`src/rtl/temp_ctrl_pwm.sv`:
```
// Mains-synchronous heater PWM with on/off-hysteresis or proportional control.
// Each period restarts on a zero-cross falling edge; duty only changes there.
module temp_ctrl_pwm #(
  parameter int unsigned TEMP_W      = 8,
  parameter int unsigned CNT_W       = 20,
  parameter int unsigned UPDATE_DIV  = 17,
  parameter int unsigned ON_DUTY     = 20'h01000,
  parameter int unsigned HYST        = 2,
  parameter int unsigned GAIN_SHIFT  = 8,
  parameter int unsigned MAX_DUTY    = 20'h40000,
  parameter int unsigned OVER_MARGIN = 16
) (
  input  logic              clk_i,
  input  logic              rst,
  input  logic              zc_i,
  input  logic [TEMP_W-1:0] temp_i,
  input  logic [TEMP_W-1:0] setpoint_i,
  input  logic              mode_i,
  input  logic              enable_i,
  output logic              pwm_o,
  output logic              heating_o,
  output logic              fault_o
);

  localparam int unsigned EXT_W = CNT_W + TEMP_W;

  localparam logic [CNT_W-1:0]  ON_DUTY_C  = CNT_W'(ON_DUTY);
  localparam logic [EXT_W-1:0]  MAX_DUTY_X = EXT_W'(MAX_DUTY);
  localparam logic [TEMP_W:0]   HYST_C     = (TEMP_W+1)'(HYST);
  localparam logic [TEMP_W:0]   MARGIN_C   = (TEMP_W+1)'(OVER_MARGIN);

  logic                  s1, s2, s3;
  logic                  zc_fall;
  logic [UPDATE_DIV-1:0] div;
  logic                  tick;
  logic [CNT_W-1:0]      cnt;
  logic [CNT_W-1:0]      duty;
  logic [CNT_W-1:0]      duty_next;
  logic [CNT_W-1:0]      calc_duty;
  logic                  fault;
  logic                  fault_next;

  logic [TEMP_W:0]        temp_x;
  logic [TEMP_W:0]        sp_x;
  logic [TEMP_W:0]        lo_thr;
  logic signed [TEMP_W:0] err;
  logic                   err_pos;
  logic [EXT_W-1:0]       prop_raw;
  logic [CNT_W-1:0]       prop_duty;
  logic                   over_temp;
  logic                   lost_zc;

  // zc_i is asynchronous to clk_i; the extra stage gives edge detection on
  // settled samples only.
  always_ff @(posedge clk_i or posedge rst) begin
    // NOTE: sequential state uses <= so every flop samples pre-edge values.
    if (rst) begin
      s1 <= 1'b0;
      s2 <= 1'b0;
      s3 <= 1'b0;
    end else begin
      s1 <= zc_i;
      s2 <= s1;
      s3 <= s2;
    end
  end

  assign zc_fall = s3 & ~s2;

  always_ff @(posedge clk_i or posedge rst) begin
    if (rst) div <= '0;
    else     div <= div + UPDATE_DIV'(1);
  end

  assign tick = &div;

  // Widened compares keep setpoint - HYST and setpoint + margin exact.
  assign temp_x   = {1'b0, temp_i};
  assign sp_x     = {1'b0, setpoint_i};
  assign lo_thr   = (sp_x >= HYST_C) ? (sp_x - HYST_C) : '0;
  assign err      = $signed(sp_x - temp_x);
  assign err_pos  = ~err[TEMP_W] && (err != '0);
  assign prop_raw = EXT_W'(err[TEMP_W-1:0]) << GAIN_SHIFT;
  assign prop_duty = (prop_raw > MAX_DUTY_X) ? MAX_DUTY_X[CNT_W-1:0]
                                             : prop_raw[CNT_W-1:0];

  always_comb begin
    // NOTE: defaulting to the held value first keeps this purely combinational.
    calc_duty = duty_next;
    if (setpoint_i == '0)    calc_duty = '0;
    else if (mode_i)         calc_duty = err_pos ? prop_duty : '0;
    else if (temp_x < lo_thr) calc_duty = ON_DUTY_C;
    else if (temp_x >= sp_x)  calc_duty = '0;
  end

  assign over_temp  = tick && (setpoint_i != '0) && (temp_x >= sp_x + MARGIN_C);
  assign lost_zc    = enable_i && (&cnt);
  assign fault_next = enable_i & (fault | over_temp | lost_zc);

  always_ff @(posedge clk_i or posedge rst) begin
    if (rst) begin
      fault     <= 1'b0;
      duty_next <= '0;
    end else begin
      fault <= fault_next;
      if (fault)     duty_next <= '0;
      else if (tick) duty_next <= calc_duty;
    end
  end

  // Counter saturates so a missing zero-cross is seen as all-ones, not a wrap.
  always_ff @(posedge clk_i or posedge rst) begin
    if (rst) begin
      cnt  <= '0;
      duty <= '0;
    end else if (zc_fall) begin
      cnt  <= '0;
      duty <= duty_next;
    end else if (!(&cnt)) begin
      cnt  <= cnt + CNT_W'(1);
    end
  end

  // Gate off on the same edge the fault flag rises.
  always_ff @(posedge clk_i or posedge rst) begin
    if (rst) pwm_o <= 1'b0;
    else     pwm_o <= enable_i & ~fault_next & (cnt < duty);
  end

  assign heating_o = (duty_next != '0);
  assign fault_o   = fault;

endmodule

```
`config.mk`:
```
export PLATFORM = sky130hd
export DESIGN_NAME = temp_ctrl_pwm
export DESIGN_NICKNAME = d
export VERILOG_FILES = /design/src/rtl/temp_ctrl_pwm.sv
export SDC_FILE = /design/constraint.sdc
export NUM_CORES = 1
export LEC_CHECK = 0
export ABC_AREA = 1
export CAP_MARGIN = 40
export CORE_MARGIN = 3
export CORE_UTILIZATION = 35
export CTS_CLUSTER_DIAMETER = 150
export DETAILED_ROUTE_END_ITERATION = 16
export PLACE_DENSITY_LB_ADDON = 0.08
export SYNTH_ARGS = -nofsm -noshare
export SYNTH_HDL_FRONTEND = slang
export SYNTH_SLANG_ARGS = --single-unit
```
`constraint.sdc`:
```
create_clock -name clk_i -period 2.5 [get_ports clk_i]
set_input_delay 0.375 -clock clk_i [delete_from_list [all_inputs] [get_ports clk_i]]
set_output_delay 0.375 -clock clk_i [all_outputs]
set_load 0.01 [all_outputs]
```
==> results of run 1 <==
[cells by family (layout without fill, tap and decap cells)]
group / count (synthesis) / in the layout / synth area share (%)
simple gates: 258 / 259 / 30.6
buf+inv: 88 / 177 / 8.53
compound gates: 65 / 65 / 9.33
flops: 58 / 58 / 35.5
fa+ha+maj: 38 / 38 / 11.8
xor+xnor: 20 / 20 / 4.28
[registers in the layout (all words and copies together) (netlist names)]
signal / cells
duty: 8
s1: 1
div: 17
s3: 1
pwm_o: 1
cnt: 20
duty_next: 8
s2: 1
fault_o: 1
[layout make-up]
class	count	area (um2)
flip-flops and latches	58	1450
clock inverters	6	42.5
inverters	82	308
repair buffers	79	678
clock buffers	10	239
well taps	140	175
fillers	1107	5770
multi-input cells	382	2460
[critical path, stage by stage, from the launching register on]
cell	delay (ps)
sky130_fd_sc_hd__dfrtp_1	360
sky130_fd_sc_hd__ha_2	190
sky130_fd_sc_hd__nand2_2	70
sky130_fd_sc_hd__nor2_4	140
sky130_fd_sc_hd__nand3_4	90
sky130_fd_sc_hd__nor3_4	200
sky130_fd_sc_hd__nand3_2	120
sky130_fd_sc_hd__nor3_2	200
sky130_fd_sc_hd__nand4_1	110
sky130_fd_sc_hd__nor2_1	140
sky130_fd_sc_hd__ha_2	190
sky130_fd_sc_hd__or2_4	180
sky130_fd_sc_hd__buf_6	110
sky130_fd_sc_hd__nand4_1	90
sky130_fd_sc_hd__o21ai_1	90
[routing by layer]
metal	part of all wire [%]	track usage [%]	up-vias	wire length, um
met4	1.5	4.99	0	150
met2	47	25.8	34	4540
met1	49	20.9	1619	4780
met3	2.6	2.96	12	251
li1	-	-	1895	-
met5	0	0	-	0
[power by group through the flow]
stage	Clock [mW]	Combinational, mW	Sequential, mW
after CTS	1.17	0.538	1.03
final	1.15	0.543	1.03
after detailed placement	0	0.521	1.04
after floorplan	0	0.309	1.04
after global routing	1.22	0.623	1.03
after global placement	0	0.515	1.04
[cells in the final DEF, fill, tap and decap left out, types with 2 or more instances in the layout]
cell type / Yosys / routed
sky130_fd_sc_hd__nand2_1: 115 / 110
sky130_fd_sc_hd__inv_1: 78 / 72
sky130_fd_sc_hd__dfrtp_1: 58 / 58
sky130_fd_sc_hd__buf_4: 0 / 53
sky130_fd_sc_hd__nand3_1: 46 / 43
sky130_fd_sc_hd__ha_1: 37 / 31
sky130_fd_sc_hd__nor2_1: 31 / 30
sky130_fd_sc_hd__o21ai_0: 25 / 23
sky130_fd_sc_hd__a21oi_1: 19 / 17
sky130_fd_sc_hd__xor2_1: 17 / 17
sky130_fd_sc_hd__clkdlybuf4s50_1: 0 / 15
sky130_fd_sc_hd__nand2_2: 10 / 14
sky130_fd_sc_hd__nand4_1: 11 / 11
sky130_fd_sc_hd__inv_2: 4 / 10
sky130_fd_sc_hd__clkbuf_16: 0 / 9
sky130_fd_sc_hd__o21ai_2: 6 / 8
sky130_fd_sc_hd__nor3_1: 7 / 7
sky130_fd_sc_hd__nor2_2: 8 / 7
sky130_fd_sc_hd__nand2_4: 4 / 5
sky130_fd_sc_hd__nand3_4: 1 / 5
sky130_fd_sc_hd__nor4_1: 5 / 5
sky130_fd_sc_hd__or2_2: 6 / 5
sky130_fd_sc_hd__nor2_4: 2 / 4
sky130_fd_sc_hd__nand3b_1: 4 / 4
sky130_fd_sc_hd__a31oi_1: 4 / 4
sky130_fd_sc_hd__ha_4: 0 / 4
sky130_fd_sc_hd__dlymetal6s2s_1: 0 / 4
sky130_fd_sc_hd__nor3_2: 4 / 3
sky130_fd_sc_hd__o21ai_1: 3 / 3
sky130_fd_sc_hd__xnor2_1: 3 / 3
sky130_fd_sc_hd__a21oi_2: 0 / 2
sky130_fd_sc_hd__o31ai_1: 2 / 2
sky130_fd_sc_hd__ha_2: 0 / 2
sky130_fd_sc_hd__clkinv_4: 0 / 2
sky130_fd_sc_hd__clkinv_2: 0 / 2
sky130_fd_sc_hd__clkinvlp_4: 0 / 2
sky130_fd_sc_hd__clkdlybuf4s15_1: 0 / 2
sky130_fd_sc_hd__dlygate4sd2_1: 0 / 2
sky130_fd_sc_hd__buf_6: 0 / 2
[stage by stage]
| stage | utilization (%) | total power [mW] | setup TNS (ps) | area, um2 | worst slack [ps] |
|---|---|---|---|---|---|
| after floorplan | - | 1.34 | 0 | 4090 | 35.3 |
| after global placement | 43.3 | 1.56 | -3410 | 4810 | -449 |
| after detailed placement | 43.3 | 1.56 | -4040 | 4810 | -525 |
| after CTS | 46.6 | 2.74 | 0 | 5190 | 30.9 |
| after global routing | 48.2 | 2.88 | -389 | 5360 | -78.7 |
| final | 48.2 | 2.72 | 0 | 5360 | 138 |
[how the worst max path moves through the flow]
stage,cells after the start,start,endpoint
finish,14,div[1],duty_next[8]
global route,15,div[1],duty_next[12]
CTS,21,setpoint_i[7],duty_next[12]
global placement,22,setpoint_i[4],duty_next[12]
floorplan,19,setpoint_i[5],duty_next[9]
detailed placement,20,setpoint_i[4],duty_next[12]
[repair_timing]
item,in CTS,in global routing
buffers inserted,4,6
resized for setup,20,30
pin swaps,12,27
endpoints found under the setup margin,8,9
gates cloned,1,0
==> impl_summary.txt, run 1 <==
----------------------------------------------------
[Pwr]
  Clock share of power ... 42.3%
  Internal power ... 1.93 mW
  NetSw ... between 0.7 and 0.8 mW
  Leakage power ... ~2.7 nW
  Pwr/cell area ... 508 nW/um2
  Max rail drop VDD ... ~0.00033 V
  Relative contribution of sequential cells to total power ... approximately 38%
  Switching Fraction ... between 20% and 30%
  Part of the total power dissipated in combinational logic ... 20.0%

[Hold path]
  Hold-critical path endpoint ... s2
  Hold depth ... 0
  Launch point of the worst hold path ... s1
  Hold crit path type ... flip-flop to flip-flop

[Synth]
  Largest area contributor in the netlist ... sky130_fd_sc_hd__dfrtp_1
  Area share of the largest cell type after synthesis ... roughly 35%
  Share of flip-flops with an asynchronous set or reset after synthesis ... between 90% and 100%
  Number of instances in the synthesized netlist ... 527
  Most used standard cells in the synthesized netlist ... sky130_fd_sc_hd__nand2_1, sky130_fd_sc_hd__inv_1, sky130_fd_sc_hd__dfrtp_1, sky130_fd_sc_hd__nand3_1, sky130_fd_sc_hd__ha_1
  Cell area after technology mapping ... ~4100 um2
  Most repeated cell in the gate-level netlist after synthesis ... sky130_fd_sc_hd__nand2_1
  Number of synthesized flops with an enable pin ... 0
  Total of warnings raised by yosys ... 0
  Count of cell types in the netlist ... 39
  Post-synthesis register bit count ... a little under 60
  Most frequently used flop master after synthesis ... sky130_fd_sc_hd__dfrtp_1
  Synth Net Count ... 586
  Avg Synthesized Cell Area ... ~7.8 um2
  Synth top area cells ... sky130_fd_sc_hd__dfrtp_1, sky130_fd_sc_hd__ha_1, sky130_fd_sc_hd__nand2_1
  Sequential cell area fraction in the yosys report ... a little over a third

[Placement]
  Weighted congestion at the end of routability-driven global placement ... roughly 0.83
  Number of input and output port buffers inserted ... 23
  HPWL Detailed ... roughly 7400 um
  Total instance count after detailed placement ... 730

[STA]
  Final Critical Period ... 2360 ps
  Number of setup violations in the final report ... 0
  Number of pins with negative max-slew slack in the final report ... 0
  Portion of the clock cycle consumed by the worst path in the final layout ... a little over nine tenths
  Actual transition at the worst max-transition pin ... between 400 and 500 ps
  Final number of hold-violating endpoints ... 0
  Maximum clock skew at final layout ... 6.67 ps
  RSZ-0062 raised after global routing ... true
  Headroom to the max-slew limit ... 67.1%
  Maximum clock frequency ... 423 MHz
  Worst hold slack ... approximately 360 ps

[CTS]
  Clock Sinks ... between 50 and 60
  Maximum level of the CTS H-tree ... 3
  Number of buffers inserted during clock tree synthesis ... 9
  Cell at the root of the clock tree ... sky130_fd_sc_hd__clkbuf_16
  Clock Latency Late Sink ... ~330 ps
  Number of hold-repair buffers added at the cts stage ... 0
  CTS clk-pin slew, worst paths ... approximately 50 ps
  CTS Buffer Depth ... 2
  CTS tree ... built

[Die]
  X dimension of the die ... about 110 um
  Overall die area ... 13000 um2
  Die H ... 114 um
  Number of rows created at floorplan ... 38
  Starting density of the core ... a little under two fifths
  Core area ... 11100 um2
  Count of pins on the block boundary ... 24

[Setup path]
  Reg-to-reg startpoint ... div[1]
  R2R depth ... 14
  Reg-to-reg critical path endpoint ... duty_next[8]
  R2R Setup Slk ... approximately 140 ps
  Required time worst endpoint ... 2750 ps
  Worst endpoint data arrival time ... about 2600 ps
  Worst setup path class ... flip-flop to flip-flop
  Worst setup SP type ... flip-flop
  Max Fanout on Critical Path ... 3
  Category of the worst setup path capture point ... flip-flop

[Route]
  DR vias ... 3560
  Final wirelength ... roughly 10000 um
  Count of TritonRoute iterations in the first routing pass ... 4
  Via density per instance ... between 4 and 5
  Residual antenna-violating net count after detailed routing ... 0
  WL/cell ... between 10 and 15 um
  Number of violations reported at the end of detailed-routing iteration 0 ... roughly 130
  DRC errors left ... 0

[Final layout]
  Synth-to-layout area growth ... 31.0%
  Final Non-Filler Cells ... around 760
  Number of inserted diodes ... 0
  Number of nets at the end of the flow ... about 670
  Fraction of final layout cells with drive strength greater than 1 ... a little under a quarter

[Outcome]
  Run status ... completed

[Global route]
  Wire length of the first global-routing pass ... ~16000 um
  Congestion Overflow GR ... 0
  Vias in the first global route ... between 3000 and 4000
  Total GRT Usage ... between 10% and 20%
  Maximum number of pins on one net before global-route repair ... 59
  Antenna violations before repair ... 0

[Flow run]
  Maxcap violations ... 0

----------------------------------------------------
Power figures use the tool's default switching activity.
==> run 2: changes to the inputs <==
Settings changed: RECOVER_POWER set to 50.
Clock period 2.5 ns to 1.9 ns, I/O delays scaled along.
==> run 2 against run 1 <==
Compared with the run above:
- highest routed layer unchanged
- non-clock buffer count increased by 41
- final area rose by 7.5%
- die area is the same
- clock power rose by 49%
- the run now ends with negative setup slack left
==> impl_summary.txt, run 2 (synthesis gave the netlist of run 1 again) <==
----------------------------------------------------
[Global route]
  Wire length of the first global-routing pass ... 17800 um (+8.0%)
  Antenna violations before repair ... 0 (unchanged)
  Total GRT Usage ... 17.0% (+1.3 points)
  Vias in the first global route ... 3782 (+7.7%)
  Maximum number of pins on one net before global-route repair ... 59 (unchanged)
  Congestion Overflow GR ... 0 (unchanged)

[STA]
  Setup tns final ... -3400 ps (-3400 ps)
  Final number of hold-violating endpoints ... 0 (unchanged)
  Final Critical Period ... 2290 ps (-71.4 ps)
  Setup slack after layout ... -390 ps (-529 ps)
  RSZ-0062 raised after global routing ... true
  Headroom to the max-slew limit ... 14.7% (-52 points)
  Number of pins with negative max-slew slack in the final report ... 0 (unchanged)
  Maximum clock frequency ... 437 MHz (+3.1%)
  Portion of the clock cycle consumed by the worst path in the final layout ... 121% (+26 points)
  Actual transition at the worst max-transition pin ... 1280 ps (+786 ps)
  Number of setup violations in the final report ... 10 (+10)
  Maximum clock skew at final layout ... 4.81 ps (-1.86 ps)

[Setup path]
  Worst setup path class ... flip-flop to flip-flop
  R2R depth ... 15 (+1)
  R2R Setup Slk ... -390 ps (-530 ps)
  Reg-to-reg startpoint ... div[0]
  Slowest cell on the critical path ... sky130_fd_sc_hd__dfrtp_1
  Required time worst endpoint ... 2120 ps (-630 ps)
  Max Fanout on Critical Path ... 7 (+4)
  Worst endpoint data arrival time ... 2510 ps (-100 ps)
  Reg-to-reg critical path endpoint ... duty_next[9]
  Category of the worst setup path capture point ... flip-flop
  Kind of cell with the highest combined delay on the critical path ... simple AND/OR/NAND/NOR gates
  Worst setup SP type ... flip-flop
  Worst path cell trace ... ha_2 > nand2_2 > nor2_4 > nand3_4 > nor3_4 > nand3_2 > nor3_2 > nand4_1 > nor2_1 > ha_2 > or2_4 > buf_12 > nand2_8 > nand2_2 > o21ai_2
  Slowest stage delay, CP ... 340 ps (-20 ps)
  CP Buf/Inv Count ... 1 (unchanged)

[Hold path]
  Launch point of the worst hold path ... s1
  Hold-critical path endpoint ... s2
  Hold crit path type ... flip-flop to flip-flop
  Hold depth ... 0 (unchanged)

[CTS]
  CTS tree ... built
  Number of buffers inserted during clock tree synthesis ... 9 (unchanged)
  Maximum level of the CTS H-tree ... 3 (unchanged)
  CTS Buffer Depth ... 2 (unchanged)
  Clock Sinks ... 58 (unchanged)
  Cell at the root of the clock tree ... sky130_fd_sc_hd__clkbuf_16
  Clock Latency Late Sink ... 330 ps (about the same)
  CTS clk-pin slew, worst paths ... 50 ps (about the same)

[Die]
  Core area ... 11100 um2 (unchanged)
  Die H ... 114 um (unchanged)
  Starting density of the core ... 36.8% (unchanged)
  Overall die area ... 13000 um2 (unchanged)
  Number of rows created at floorplan ... 38 (unchanged)
  Count of pins on the block boundary ... 24 (unchanged)
  X dimension of the die ... 114 um (unchanged)

[Final layout]
  Leading cell type in the layout, fill and taps excluded ... sky130_fd_sc_hd__nand2_1
  Final Instance Area ... 5760 um2 (+7.5%)
  Commonest non-fill, non-tap cells in the layout ... sky130_fd_sc_hd__nand2_1, sky130_fd_sc_hd__buf_4, sky130_fd_sc_hd__inv_1
  Number of inserted diodes ... 0 (unchanged)
  Largest register FFs ... 20 (unchanged)
  Fraction of final layout cells with drive strength greater than 1 ... 30.4% (+6.6 points)
  Number of nets at the end of the flow ... 712 (+6.1%)
  Final Non-Filler Cells ... 798 (+5.4%)
  Synth-to-layout area growth ... 40.8%
  Utilization of the core after routing ... 51.8% (+3.6 points)
  Largest register by flop count ... cnt
  Largest registers ... cnt x20, div x17

[Pwr]
  Pwr/cell area ... 669 nW/um2 (+32%)
  Leakage power ... 2.88 nW (+7.4%)
  Max rail drop VDD ... 0.000717 V (+110%)

[Placement]
  Total instance count after detailed placement ... 766 (+4.9%)
  Post-detailed-placement cell area ... 5200 um2 (+8.1%)
  HPWL Detailed ... 7980 um (+7.7%)
  Number of input and output port buffers inserted ... 23 (unchanged)
  Weighted congestion at the end of routability-driven global placement ... 0.866 (+4.0%)

[Route]
  DRC errors left ... 0 (unchanged)
  Via density per instance ... 4.66 (-0.90%)
  Number of violations reported at the end of detailed-routing iteration 0 ... 132 (-0.75%)
  Count of TritonRoute iterations in the first routing pass ... 4 (unchanged)
  Final wirelength ... 10300 um (+6.1%)
  Residual antenna-violating net count after detailed routing ... 0 (unchanged)
  DR vias ... 3719 (+4.5%)
  WL/cell ... 12.9 um (+0.66%)

[Flow run]
  Maxcap violations ... 0 (unchanged)

[Outcome]
  Violated checks ... negative setup slack
  Run status ... finished, violations left

----------------------------------------------------
-- run 2: cell types whose count changed in the layout (fill, tap and decap cells not counted), sizes merged --
| cell | change |
|---|---|
| bufinv | +2 |
| dlymetal6s2s | -4 |
| dlygate4sd3 | +2 |
| dlygate4sd2 | +3 |
| buf | +43 |
| clkinv | -1 |
| clkbuf | +1 |
| clkdlybuf4s15 | -2 |
| clkdlybuf4s50 | -3 |
-- run 2: metal layers --
layer	GRT usage (%)	share of wire [%]	up-vias
met1	21.1	46	1705
met5	0	0	-
met2	30.2	51	36
met3	2.85	1.9	9
li1	-	-	1969
met4	5.07	1.3	0
-- run 2: cell type report --
type | count | area (um2)
inverter | 82 | 340
fill | 1105 | 5370
multi-input combinational | 382 | 2530
tap | 140 | 175
timing repair buffer | 120 | 946
clock inverter | 7 | 93.8
sequential | 58 | 1450
clock buffer | 9 | 225
-- run 2: worst reg2reg max path, cell delays in order (launching register included) --
cell and delay [ps]:
sky130_fd_sc_hd__dfrtp_1 340, sky130_fd_sc_hd__ha_2 200, sky130_fd_sc_hd__nand2_2 70, sky130_fd_sc_hd__nor2_4 110, sky130_fd_sc_hd__nand3_4 90, sky130_fd_sc_hd__nor3_4 150
sky130_fd_sc_hd__nand3_2 100, sky130_fd_sc_hd__nor3_2 200, sky130_fd_sc_hd__nand4_1 120, sky130_fd_sc_hd__nor2_1 120, sky130_fd_sc_hd__ha_2 210, sky130_fd_sc_hd__or2_4 170
sky130_fd_sc_hd__buf_12 120, sky130_fd_sc_hd__nand2_8 70, sky130_fd_sc_hd__nand2_2 70, sky130_fd_sc_hd__o21ai_2 50
-- run 2: worst max-delay path by stage --
| stage | from | depth (start not counted) | slack [ps] | to |
|---|---|---|---|---|
| 6_report | div[0] | 15 | -390 | duty_next[9] |
| 5_1_grt | div[1] | 14 | -560 | duty_next[8] |
| 4_1_cts | div[0] | 14 | -330 | duty_next[8] |
| 3_5_place_dp | setpoint_i[2] | 23 | -1090 | duty_next[12] |
| 3_3_place_gp | setpoint_i[2] | 23 | -1040 | duty_next[12] |
| 2_1_floorplan | setpoint_i[2] | 22 | -320 | duty_next[9] |
-- run 2: where the power goes --
group / switching (mW) / total, mW / leakage [nW] / internal (mW)
Clock: 0.569 / 1.71 / 0.151 / 1.14
Combinational: 0.418 / 0.784 / 1.96 / 0.366
Sequential: 0.0551 / 1.36 / 0.776 / 1.30
Total: 1.04 / 3.85 / 2.88 / 2.81
-- run 2: repair_timing --
action	CTS	global route
buffers inserted	14	8
hold buffers	0	0
setup endpoints to repair	11	13
resized for setup	39	18
pin swaps	5	9
gates cloned	1	0
-- run 2: through the flow --
step / setup slack [ps] / power [mW] / hold slack, ps
6_report: -390 / 3.85 / 364
4_1_cts: -327 / 3.90 / 348
5_1_grt: -562 / 4.06 / 386
3_5_place_dp: -1090 / 2.16 / 351
3_3_place_gp: -1040 / 2.14 / 360
2_1_floorplan: -318 / 1.79 / 316
==> run 3: changes to the inputs <==
Settings changed: CTS_CLUSTER_SIZE set to 12.
==> results of run 3 <==
Same layout as run 2: the final DEF is identical, and so are final timing and power.
